--- config.mk ---
export PLATFORM = sky130hd
export DESIGN_NAME = driver_behavior_monitor
export DESIGN_NICKNAME = d
export VERILOG_FILES = /design/src/rtl/driver_monitor_pkg.sv /design/src/rtl/dm_event_classifier.sv /design/src/rtl/driver_behavior_monitor.sv
export SDC_FILE = /design/constraint.sdc
export NUM_CORES = 1
export LEC_CHECK = 0
export ABC_AREA = 1
export BUFFER_PORTS_ARGS = -buffer_cell sky130_fd_sc_hd__buf_2
export CORE_UTILIZATION = 57
export DETAILED_ROUTE_END_ITERATION = 10
export PLACE_DENSITY = 0.95
export SLEW_MARGIN = 40
export SYNTH_ARGS = -nofsm -noshare
export SYNTH_HDL_FRONTEND = slang
export SYNTH_SLANG_ARGS = --single-unit
--- constraint.sdc ---
create_clock -name clk -period 2.8 [get_ports clk]
set_input_delay 0.28 -clock clk [delete_from_list [all_inputs] [get_ports clk]]
set_output_delay 0.28 -clock clk [all_outputs]
set_load 0.02 [all_outputs]
--- src/rtl/driver_monitor_pkg.sv ---
// -----------------------------------------------------------------------------
// driver_monitor_pkg
// Shared definitions for the driver behaviour monitor:
//   - drv_state_e   : SAFE / WARN / ALERT driver-state encoding
//   - EV_*          : bit positions inside the 4-bit event_code / flags vector
//   - DEF_*         : default thresholds and window sizing
//   - step_down()   : one-level de-escalation of the driver state
//   - abs9()        : magnitude of a 9-bit two's-complement value
// -----------------------------------------------------------------------------
package driver_monitor_pkg;

    typedef enum logic [1:0] {
        ST_SAFE  = 2'd0,
        ST_WARN  = 2'd1,
        ST_ALERT = 2'd2
    } drv_state_e;

    localparam int EV_ACCEL = 0;
    localparam int EV_BRAKE = 1;
    localparam int EV_STEER = 2;
    localparam int EV_JERK  = 3;
    localparam int EV_W     = 4;

    localparam int DEF_ACCEL_TH      = 48;
    localparam int DEF_BRAKE_TH      = 150;
    localparam int DEF_STEER_TH      = 40;
    localparam int DEF_STEER_RATE_TH = 32;
    localparam int DEF_WINDOW        = 64;
    localparam int DEF_WARN_CNT      = 4;
    localparam int DEF_ALERT_CNT     = 8;
    localparam int DEF_CLEAR_WINDOWS = 2;

    // SAFE is the floor: stepping down from SAFE stays SAFE.
    function automatic drv_state_e step_down(input drv_state_e s);
        drv_state_e r;
        case (s)
            ST_ALERT: r = ST_WARN;
            default:  r = ST_SAFE;
        endcase
        return r;
    endfunction

    // Result always fits in 9 unsigned bits; -256 cannot occur for the
    // operands used here (sign-extended bytes and their differences).
    function automatic logic [8:0] abs9(input logic [8:0] v);
        return v[8] ? (~v + 9'd1) : v;
    endfunction

endpackage

--- src/rtl/dm_event_classifier.sv ---
// -----------------------------------------------------------------------------
// dm_event_classifier
// Purely combinational threshold logic for one sensor sample.
// Ports:
//   accel      in  8  signed acceleration
//   steer      in  8  signed steering angle
//   brake      in  8  unsigned brake pressure
//   prev_steer in  8  signed steering angle of the previous sample
//   flags      out 4  {jerk, steer, brake, accel}; jerk is raw (the caller
//                     decides whether a previous sample exists)
// -----------------------------------------------------------------------------
module dm_event_classifier
    import driver_monitor_pkg::*;
#(
    parameter int ACCEL_TH      = DEF_ACCEL_TH,
    parameter int BRAKE_TH      = DEF_BRAKE_TH,
    parameter int STEER_TH      = DEF_STEER_TH,
    parameter int STEER_RATE_TH = DEF_STEER_RATE_TH
) (
    input  logic [7:0]      accel,
    input  logic [7:0]      steer,
    input  logic [7:0]      brake,
    input  logic [7:0]      prev_steer,
    output logic [EV_W-1:0] flags
);

    localparam logic signed [8:0] ACCEL_TH_S   = 9'(ACCEL_TH);
    localparam logic        [8:0] BRAKE_TH_U   = 9'(BRAKE_TH);
    localparam logic        [8:0] STEER_TH_U   = 9'(STEER_TH);
    localparam logic        [8:0] STEER_RATE_U = 9'(STEER_RATE_TH);

    logic signed [8:0] accel_s;
    logic        [8:0] steer_x;
    logic        [8:0] prev_x;
    logic        [8:0] steer_abs;
    logic        [8:0] steer_diff;
    logic        [8:0] diff_abs;

    // Everything is widened to 9 bits so that |-128| = 128 and the full
    // -255..255 steering delta are representable without wrap.
    always_comb begin
        accel_s    = $signed({accel[7], accel});
        steer_x    = {steer[7], steer};
        prev_x     = {prev_steer[7], prev_steer};
        steer_abs  = abs9(steer_x);
        steer_diff = steer_x - prev_x;
        diff_abs   = abs9(steer_diff);

        flags           = '0;
        flags[EV_ACCEL] = (accel_s > ACCEL_TH_S);
        flags[EV_BRAKE] = ({1'b0, brake} >= BRAKE_TH_U);
        flags[EV_STEER] = (steer_abs > STEER_TH_U);
        flags[EV_JERK]  = (diff_abs > STEER_RATE_U);
    end

endmodule

--- src/rtl/driver_behavior_monitor.sv ---
// -----------------------------------------------------------------------------
// driver_behavior_monitor
// Samples accel/steer/brake, flags harsh-driving events, counts them over a
// window of WINDOW samples and maintains a SAFE/WARN/ALERT driver state.
// Optional feature macro: STEER_RATE_CHECK_EN adds the steering-jerk flag
// (event_code[3]); without it that bit is tied 0 and no prev_steer is kept.
// Ports:
//   clk          in   1  clock, rising edge
//   rst          in   1  synchronous reset, active-low
//   sample_en    in   1  accel/steer/brake valid this cycle
//   accel        in   8  signed acceleration
//   steer        in   8  signed steering angle
//   brake        in   8  unsigned brake pressure
//   clear        in   1  synchronous soft clear (same effect as reset)
//   harsh_event  out  1  pulse one cycle after a flagged sample
//   event_code   out  4  {jerk, steer, brake, accel}, 0 when harsh_event=0
//   window_done  out  1  pulse one cycle after the final sample of a window
//   win_count    out  8  event count of the last completed window
//   driver_state out  2  0=SAFE 1=WARN 2=ALERT
//   alert        out  1  driver_state == ALERT
// -----------------------------------------------------------------------------
module driver_behavior_monitor
    import driver_monitor_pkg::*;
#(
    parameter int ACCEL_TH      = DEF_ACCEL_TH,
    parameter int BRAKE_TH      = DEF_BRAKE_TH,
    parameter int STEER_TH      = DEF_STEER_TH,
    parameter int STEER_RATE_TH = DEF_STEER_RATE_TH,
    parameter int WINDOW        = DEF_WINDOW,
    parameter int WARN_CNT      = DEF_WARN_CNT,
    parameter int ALERT_CNT     = DEF_ALERT_CNT,
    parameter int CLEAR_WINDOWS = DEF_CLEAR_WINDOWS
) (
    input  logic       clk,
    input  logic       rst,
    input  logic       sample_en,
    input  logic [7:0] accel,
    input  logic [7:0] steer,
    input  logic [7:0] brake,
    input  logic       clear,
    output logic       harsh_event,
    output logic [3:0] event_code,
    output logic       window_done,
    output logic [7:0] win_count,
    output logic [1:0] driver_state,
    output logic       alert
);

    localparam logic [7:0] WIN_LAST  = 8'(WINDOW - 1);
    localparam logic [7:0] WARN_W    = 8'(WARN_CNT);
    localparam logic [7:0] ALERT_W   = 8'(ALERT_CNT);
    localparam logic [7:0] CLEAR_W   = 8'(CLEAR_WINDOWS);

    // Reset and soft clear have identical effect.
    logic flush;
    assign flush = !rst || clear;

    // ------------------------------------------------------------------
    // Classification
    // ------------------------------------------------------------------
    logic [EV_W-1:0] raw_flags;
    logic [EV_W-1:0] ev_flags;
    logic [7:0]      cls_prev;
    logic            jerk_en;

`ifdef STEER_RATE_CHECK_EN
    logic [7:0] prev_steer_q;
    logic       prev_valid_q;

    // prev_valid_q suppresses the jerk flag on the first sample after
    // reset/clear, when there is no meaningful previous angle.
    always_ff @(posedge clk) begin
        if (flush) begin
            prev_steer_q <= '0;
            prev_valid_q <= 1'b0;
        end else if (sample_en) begin
            prev_steer_q <= steer;
            prev_valid_q <= 1'b1;
        end
    end

    assign cls_prev = prev_steer_q;
    assign jerk_en  = prev_valid_q;
`else
    assign cls_prev = '0;
    assign jerk_en  = 1'b0;
`endif

    dm_event_classifier #(
        .ACCEL_TH      (ACCEL_TH),
        .BRAKE_TH      (BRAKE_TH),
        .STEER_TH      (STEER_TH),
        .STEER_RATE_TH (STEER_RATE_TH)
    ) u_classifier (
        .accel      (accel),
        .steer      (steer),
        .brake      (brake),
        .prev_steer (cls_prev),
        .flags      (raw_flags)
    );

    always_comb begin
        ev_flags          = raw_flags;
        ev_flags[EV_JERK] = raw_flags[EV_JERK] & jerk_en;
    end

    // ------------------------------------------------------------------
    // Window / event counting
    // ------------------------------------------------------------------
    logic       harsh_q,     harsh_d;
    logic [3:0] code_q,      code_d;
    logic       done_q,      done_d;
    logic [7:0] win_count_q, win_count_d;
    logic [7:0] win_cnt_q,   win_cnt_d;
    logic [7:0] ev_cnt_q,    ev_cnt_d;

    logic       hit;
    logic       win_end;
    logic [7:0] ev_total;   // saturating count including the current sample

    always_comb begin
        hit      = sample_en && (ev_flags != '0);
        win_end  = sample_en && (win_cnt_q == WIN_LAST);
        ev_total = ev_cnt_q;
        if (hit && (ev_cnt_q != 8'hFF)) begin
            ev_total = ev_cnt_q + 8'd1;
        end

        harsh_d     = hit;
        code_d      = hit ? ev_flags : 4'd0;
        done_d      = 1'b0;
        win_count_d = win_count_q;
        win_cnt_d   = win_cnt_q;
        ev_cnt_d    = ev_cnt_q;

        if (win_end) begin
            done_d      = 1'b1;
            win_count_d = ev_total;
            win_cnt_d   = '0;
            ev_cnt_d    = '0;
        end else if (sample_en) begin
            win_cnt_d   = win_cnt_q + 8'd1;
            ev_cnt_d    = ev_total;
        end
    end

    always_ff @(posedge clk) begin
        if (flush) begin
            harsh_q     <= 1'b0;
            code_q      <= '0;
            done_q      <= 1'b0;
            win_count_q <= '0;
            win_cnt_q   <= '0;
            ev_cnt_q    <= '0;
        end else begin
            harsh_q     <= harsh_d;
            code_q      <= code_d;
            done_q      <= done_d;
            win_count_q <= win_count_d;
            win_cnt_q   <= win_cnt_d;
            ev_cnt_q    <= ev_cnt_d;
        end
    end

    // ------------------------------------------------------------------
    // Driver-state FSM, advanced only at window end
    // ------------------------------------------------------------------
    drv_state_e state_q, state_d;
    logic [7:0] clean_q, clean_d;

    always_ff @(posedge clk) begin
        if (flush) begin
            state_q <= ST_SAFE;
            clean_q <= '0;
        end else begin
            state_q <= state_d;
            clean_q <= clean_d;
        end
    end

    always_comb begin
        state_d = state_q;
        clean_d = clean_q;
        if (win_end) begin
            if (ev_total >= ALERT_W) begin
                state_d = ST_ALERT;
                clean_d = '0;
            end else if (ev_total >= WARN_W) begin
                // WARN-level windows escalate SAFE but never demote ALERT.
                if (state_q == ST_SAFE) begin
                    state_d = ST_WARN;
                end
                clean_d = '0;
            end else if ((clean_q + 8'd1) >= CLEAR_W) begin
                state_d = step_down(state_q);
                clean_d = '0;
            end else begin
                clean_d = clean_q + 8'd1;
            end
        end
    end

    // ------------------------------------------------------------------
    // Outputs
    // ------------------------------------------------------------------
    assign harsh_event  = harsh_q;
    assign event_code   = code_q;
    assign window_done  = done_q;
    assign win_count    = win_count_q;
    assign driver_state = state_q;
    assign alert        = (state_q == ST_ALERT);

endmodule

==> flow_metrics.tcl, run 1 <==
set metrics [dict create \
    fin_crit_ns 2.185 \
    synth_top_area_cell "dfxtp_1" \
    gr-total-overflow 0 \
    utilization_pct 72.12 \
    finalCritPeriodShare_pct 78.04 \
    wire_per_inst_um 10.79 \
    hold-worst-slack_ns 0.1783 \
    place_ws_ns 0.4857 \
    final_nets 338 \
    yosysWarnings 0 \
    grt_first_pass_wirelength_um 6617 \
    slew_headroom_pct 64.58 \
    fp-row-count 20 \
    ctsHoldBuffers 0 \
    critPathRequiredTime_ns 3.10 \
    io_buffers 42 \
    async_reset_ff_share_pct 0 \
    synth_ff_type "dfxtp_1" \
    grt_max_degree 16 \
    drv_slew 0 \
    vdd_ir_drop_max_mv 0.4818 \
    vias 1736 \
    report.final.hold_viol_count 0 \
    slowest_delay_ns 0.38 \
    critPathKind "register to register" \
    cts-htree-levels 2 \
    post_cts_resize_count 0 \
    synthCells 260 \
    insertedDiodeCount 0 \
    worstSetupStartpointType "register" \
    synth_area_um2 1937 \
    track_usage_pct 24.69 \
    start_util_pct 61.92 \
    synthTopCellsByArea "dfxtp_1, nor2_1, inv_1, nand2_1, nand3_1" \
    placed_cell_area_um2 2187 \
    p_per_area_nw_per_um2 436.3 \
    synth-edff-count 0 \
    design_area_um2 2256 \
    drtIter0Drc 61 \
    firstDrtPassIters 4 \
    avgSynthCellArea_um2 7.449 \
    coreArea_um2 3128 \
    ant_nets 0 \
    cp-end-kind "register" \
    clock.fmax_mhz 457.6 \
    cts_tree "done" \
    synth_top_area_share_pct 40.31 \
    die_h_um 60.29 \
    dieArea_um2 3635 \
    synthTopCellsByCount "dfxtp_1, nor2_1, inv_1, nand2_1, nand3_1" \
    setup_ws_ns 0.6148 \
    critPathMostFrequentCell "nor2_1" \
    synth.distinct_cells 31 \
    cts_buffer_depth 2 \
    hold_depth 4 \
    die_x_um 60.29 \
    grt_antenna_before_repair 0 \
    hold_path_class "input pin to register" \
    post_cts_buffers 0 \
    boundaryPins 45 \
    wl_um 3778 \
    path_cells "ha_1 > nand2_1 > nor2_1 > nand3_1 > nor2_1 > nand2_1 > nor2_1 > inv_1 > or2_2 > o21ai_1" \
    ys_seq_area_share_pct 40.31 \
    clock-skew-final_ns 0.009822 \
    cp_slowest_cell "dfxtp_1" \
    clk_pin_slew_ns 0.12 \
    fin_tns_setup_ns 0 \
    reg2regPathDepth 10 \
    syn_to_final_growth_pct 16.47 \
    viasPerCell 4.960 \
    cts.sinks 39 \
    place.gp.congestion 0.7869 \
    worstSkewPairLatency_ns 0.35 \
    rsz0062_at_grt "false" \
    worstPathArrival_ns 2.48 \
    cts_buffers 5 \
    route.detailed.drc 0 \
    drive_gt1_share_pct 22.88 \
    crit_fanout 12 \
    synth-seq-cells 39 \
    max_slew.worst_pin.slew_ns 0.5294 \
    setup_viol 0 \
    grt_pass1_vias 1682 \
    synth.net_count 293 \
    p_leak_nw 1.076 \
    root_buffer "clkbuf_4" \
    dpl.hpwl_um 3018 \
    drv_cap 0 \
    status "completed" \
]
final timing paths:
check	startpoint	end	slack (ns)
worst min-delay path	accel[7]	event_code[0]	0.18
worst max register to register	win_cnt_q[0]	clean_q[0]	0.61
worst max-delay path	win_cnt_q[0]	clean_q[0]	0.61
worst min register to register	clean_q[5]	clean_q[5]	0.45
through the flow:
stage	power (W)	std cells
floorplan	0.0006377	260
global placement	0.0006678	342
detailed placement	0.0006713	342
CTS	0.0009893	350
global route	0.001025	350
finish	0.0009842	350
power breakdown:
part,total [W],switching (W),internal (W)
registers,0.000562,0.00000293,0.000559
logic,0.0000971,0.0000591,0.0000380
clock network,0.000325,0.000178,0.000148
kinds of logic after synthesis:
family	count (synthesis)	synth area share, %
and+or+nand+nor	129	32.95
buffers and inverters	44	8.914
DFF	39	40.31
AOI/OAI and AO/OA	26	7.042
xor gates and xnor gates	14	6.331
adders and majority gates	5	3.230
muxes	2	1.034
other	1	0.1936
area by class of cell:
| cell class | count | area (µm²) |
|---|---|---|
| sequential | 39 | 780.7 |
| multi-input combinational | 177 | 983.4 |
| inverter | 38 | 142.6 |
| fill | 230 | 872.1 |
| tap | 44 | 55.05 |
| timing repair buffer | 44 | 225.2 |
| clock buffer | 8 | 68.82 |
state kept, by name (all words and copies together) (netlist names):
register	count
win_count	8
clean_q	8
window_done	1
driver_state	2
harsh_event	1
win_cnt_q	8
event_code	3
ev_cnt_q	8
per-layer routing:
| layer | GRT usage [%] | part of all wire [%] | routed length [µm] |
|---|---|---|---|
| met3 | 5.844 | 4.4 | 167 |
| met1 | 26.47 | 42 | 1601 |
| met5 | 0 | 0 | 0 |
| met2 | 43.96 | 51 | 1938 |
| met4 | 13.62 | 1.9 | 70 |
placed cells by master (no fill, tap or decap), types with 2 or more instances in the layout:
master    instances
buf_4             2
mux2i_1           2
nand3_1          22
clkbuf_4          5
nor2_1           39
nand3b_1          2
nand3_4           2
buf_2            42
nand2_1          36
dfxtp_1          39
ha_1              5
xor2_1            8
or2_2             2
nor2_2            3
o21ai_1           2
nor3_1            3
inv_1            36
xnor2_1           6
nand4_1           9
inv_2             2
o21ai_0          14
nand2_2           7
a21oi_1           7
clkbuf_8          2
critical path, delay by kind of cell (launching register included):
| family | cells | cell delay (ns) |
|---|---|---|
| AOI/OAI and AO/OA | 1 | 0.12 |
| adders and majority gates | 1 | 0.16 |
| buffers and inverters | 1 | 0.16 |
| DFF | 1 | 0.38 |
| and+or+nand+nor | 7 | 1.31 |
No activity file was read; power rests on OpenSTA's default activity.
==> inputs of run 2 (changes only) <==
--- a/config.mk
+++ b/config.mk
@@ -5,11 +5,11 @@
 export SDC_FILE = /design/constraint.sdc
 export NUM_CORES = 1
 export LEC_CHECK = 0
-export ABC_AREA = 1
+export ABC_AREA = 0
 export BUFFER_PORTS_ARGS = -buffer_cell sky130_fd_sc_hd__buf_2
-export CORE_UTILIZATION = 57
+export CORE_UTILIZATION = 54
 export DETAILED_ROUTE_END_ITERATION = 10
-export PLACE_DENSITY = 0.95
+export PLACE_DENSITY = 0.91
 export SLEW_MARGIN = 40
 export SYNTH_ARGS = -nofsm -noshare
 export SYNTH_HDL_FRONTEND = slang
==> constraint.sdc (replaced) <==
create_clock -name clk -period 2.3 [get_ports clk]
set_input_delay 0.23 -clock clk [delete_from_list [all_inputs] [get_ports clk]]
set_output_delay 0.23 -clock clk [all_outputs]
set_load 0.02 [all_outputs]
==> flow_metrics.tcl, run 2 <==
set metrics [dict create \
    ys_seq_area_share_pct 38.49 \
    finalCritPeriodShare_pct 94.05 \
    cp_slowest_cell "dfxtp_1" \
    p_leak_nw 1.007 \
    synth_top_area_cell "dfxtp_1" \
    rsz0062_at_grt "false" \
    fin_crit_ns 2.163 \
    clk_pin_slew_ns 0.08 \
    path_cells "ha_2 > nand3_1 > or2_2 > o21ai_4 > a211o_1 > nand4_4 > o31a_1 > o21a_1" \
    report.final.hold_viol_count 0 \
    cts-htree-levels 2 \
    die_h_um 63.29 \
    worstPathArrival_ns 2.36 \
    synth_top_area_share_pct 38.49 \
    crit_fanout 4 \
    synth.distinct_cells 49 \
    worstSkewPairLatency_ns 0.30 \
    yosysWarnings 0 \
    synthCells 236 \
    avgSynthCellArea_um2 8.594 \
    grt_antenna_before_repair 0 \
    coreArea_um2 3468 \
    grt_max_degree 17 \
    gr-total-overflow 0 \
    place_ws_ns -0.08974 \
    insertedDiodeCount 0 \
    drv_cap 0 \
    p_per_area_nw_per_um2 569.6 \
    drive_gt1_share_pct 27.34 \
    vias 1915 \
    final_cell_mix "buf_2, dfxtp_1, nor2_1" \
    die_x_um 63.29 \
    cts_buffer_depth 2 \
    setup_ws_ns 0.1368 \
    cts_tree "done" \
    start_util_pct 58.48 \
    drv_slew 0 \
    grt_pass1_vias 1837 \
    status "completed" \
    worstSetupStartpointType "register" \
    clock-skew-final_ns 0.007583 \
    hold_path_class "input pin to register" \
    boundaryPins 45 \
    wl_um 4422 \
    synth_ff_type "dfxtp_1" \
    critPathKind "register to register" \
    vdd_ir_drop_max_mv 0.4344 \
    seqCellArea_um2 782.0 \
    final_nets 321 \
    drtIter0Drc 111 \
    multiInputGateArea_um2 1210 \
    critPathRequiredTime_ns 2.50 \
    clock.fmax_mhz 462.3 \
    dpl.hpwl_um 3050 \
    synth-seq-cells 39 \
    syn_to_final_growth_pct 22.39 \
    ant_nets 0 \
    totalPowerFinal_w 0.001414 \
    slowest_delay_ns 0.38 \
    place.gp.congestion 0.7937 \
    viasPerCell 5.716 \
    synth-edff-count 0 \
    root_buffer "clkbuf_8" \
    dieArea_um2 4005 \
    cts.sinks 39 \
    track_usage_pct 24.52 \
    firstDrtPassIters 6 \
    fp-row-count 21 \
    async_reset_ff_share_pct 0 \
    synth.net_count 269 \
    cts_buffers 5 \
    final_common_cell "buf_2" \
    synth.most_common_cell "dfxtp_1" \
    grt_first_pass_wirelength_um 7831 \
    synth_area_um2 2028 \
    setup_viol 0 \
    io_buffers 42 \
    wire_per_inst_um 13.20 \
    num-fill-cells 262 \
    synthTopCellsByArea "dfxtp_1, nor2_1, xnor2_1, ha_1, and3_1" \
    synthTopCellsByCount "dfxtp_1, nor2_1, nand2_1" \
    route.detailed.drc 0 \
    post_cts_buffers 0 \
    cp-end-kind "register" \
]
run 2: area by class of cell:
cell class,instances,share of cell area (%)
multi-input cells,182,48.74
flip-flops and latches,39,31.50
repair buffers,52,11.49
clock buffers,6,3.327
well taps,46,2.319
clock inverters,2,1.411
inverters,8,1.210
run 2: cell families after synthesis:
kind of cell | after synthesis | synth area share (%)
other cells | 1 | 0.1849
buf+inv | 15 | 3.023
mux | 3 | 1.481
flops | 39 | 38.49
fa+ha+maj | 5 | 3.085
xor+xnor | 14 | 6.045
simple gates | 111 | 29.67
compound gates | 48 | 18.01
run 2: final timing paths:
| kind | from | to | slack, ns | cells after the start |
|---|---|---|---|---|
| max | ev_cnt_q[1] | driver_state[1] | 0.14 | 8 |
| min | sample_en | harsh_event | 0.32 | 3 |
| max reg2reg | ev_cnt_q[1] | driver_state[1] | 0.14 | 8 |
| min reg2reg | clean_q[6] | clean_q[6] | 0.51 | 2 |
run 2: what timing repair did:
action | in CTS | in global routing
resized for setup | 0 | 6
hold buffers | 0 | 0
setup endpoints to repair | 0 | 3
run 2: metrics by stage:
| stage | utilization, % | cells | hold slack (ns) | TNS, ns | instance area [µm²] |
|---|---|---|---|---|---|
| 2_1_floorplan | - | 236 | 0.4472 | 0 | 2028 |
| 3_3_place_gp | 67.64 | 327 | 0.4619 | 0 | 2346 |
| 3_5_place_dp | 67.64 | 327 | 0.4691 | -0.1679 | 2346 |
| 4_1_cts | 71.03 | 335 | 0.2967 | 0 | 2464 |
| 5_1_grt | 71.57 | 335 | 0.3472 | 0 | 2482 |
| 6_report | 71.57 | 335 | 0.3160 | 0 | 2482 |
run 2: power breakdown:
group	switching (W)	internal [W]
combinational	0.0000760	0.0000610
clock	0.000244	0.000351
sequential	0.00000264	0.000679
total	0.000322	0.00109
run 2: layer usage:
layer / vias to the layer above / GRT usage, % / share of wire (%)
li1: 951 / - / -
met1: 891 / 28.43 / 44
met2: 62 / 42.74 / 48
met3: 11 / 5.254 / 5.7
met4: 0 / 11.36 / 2.0
met5: - / 0 / 0
run 2: worst max-delay path: cells and delay by family, from the launching register on:
kind,cells,cell delay (ns)
simple gates,3,0.62
flops,1,0.38
compound gates,4,0.86
fa+ha+maj,1,0.22
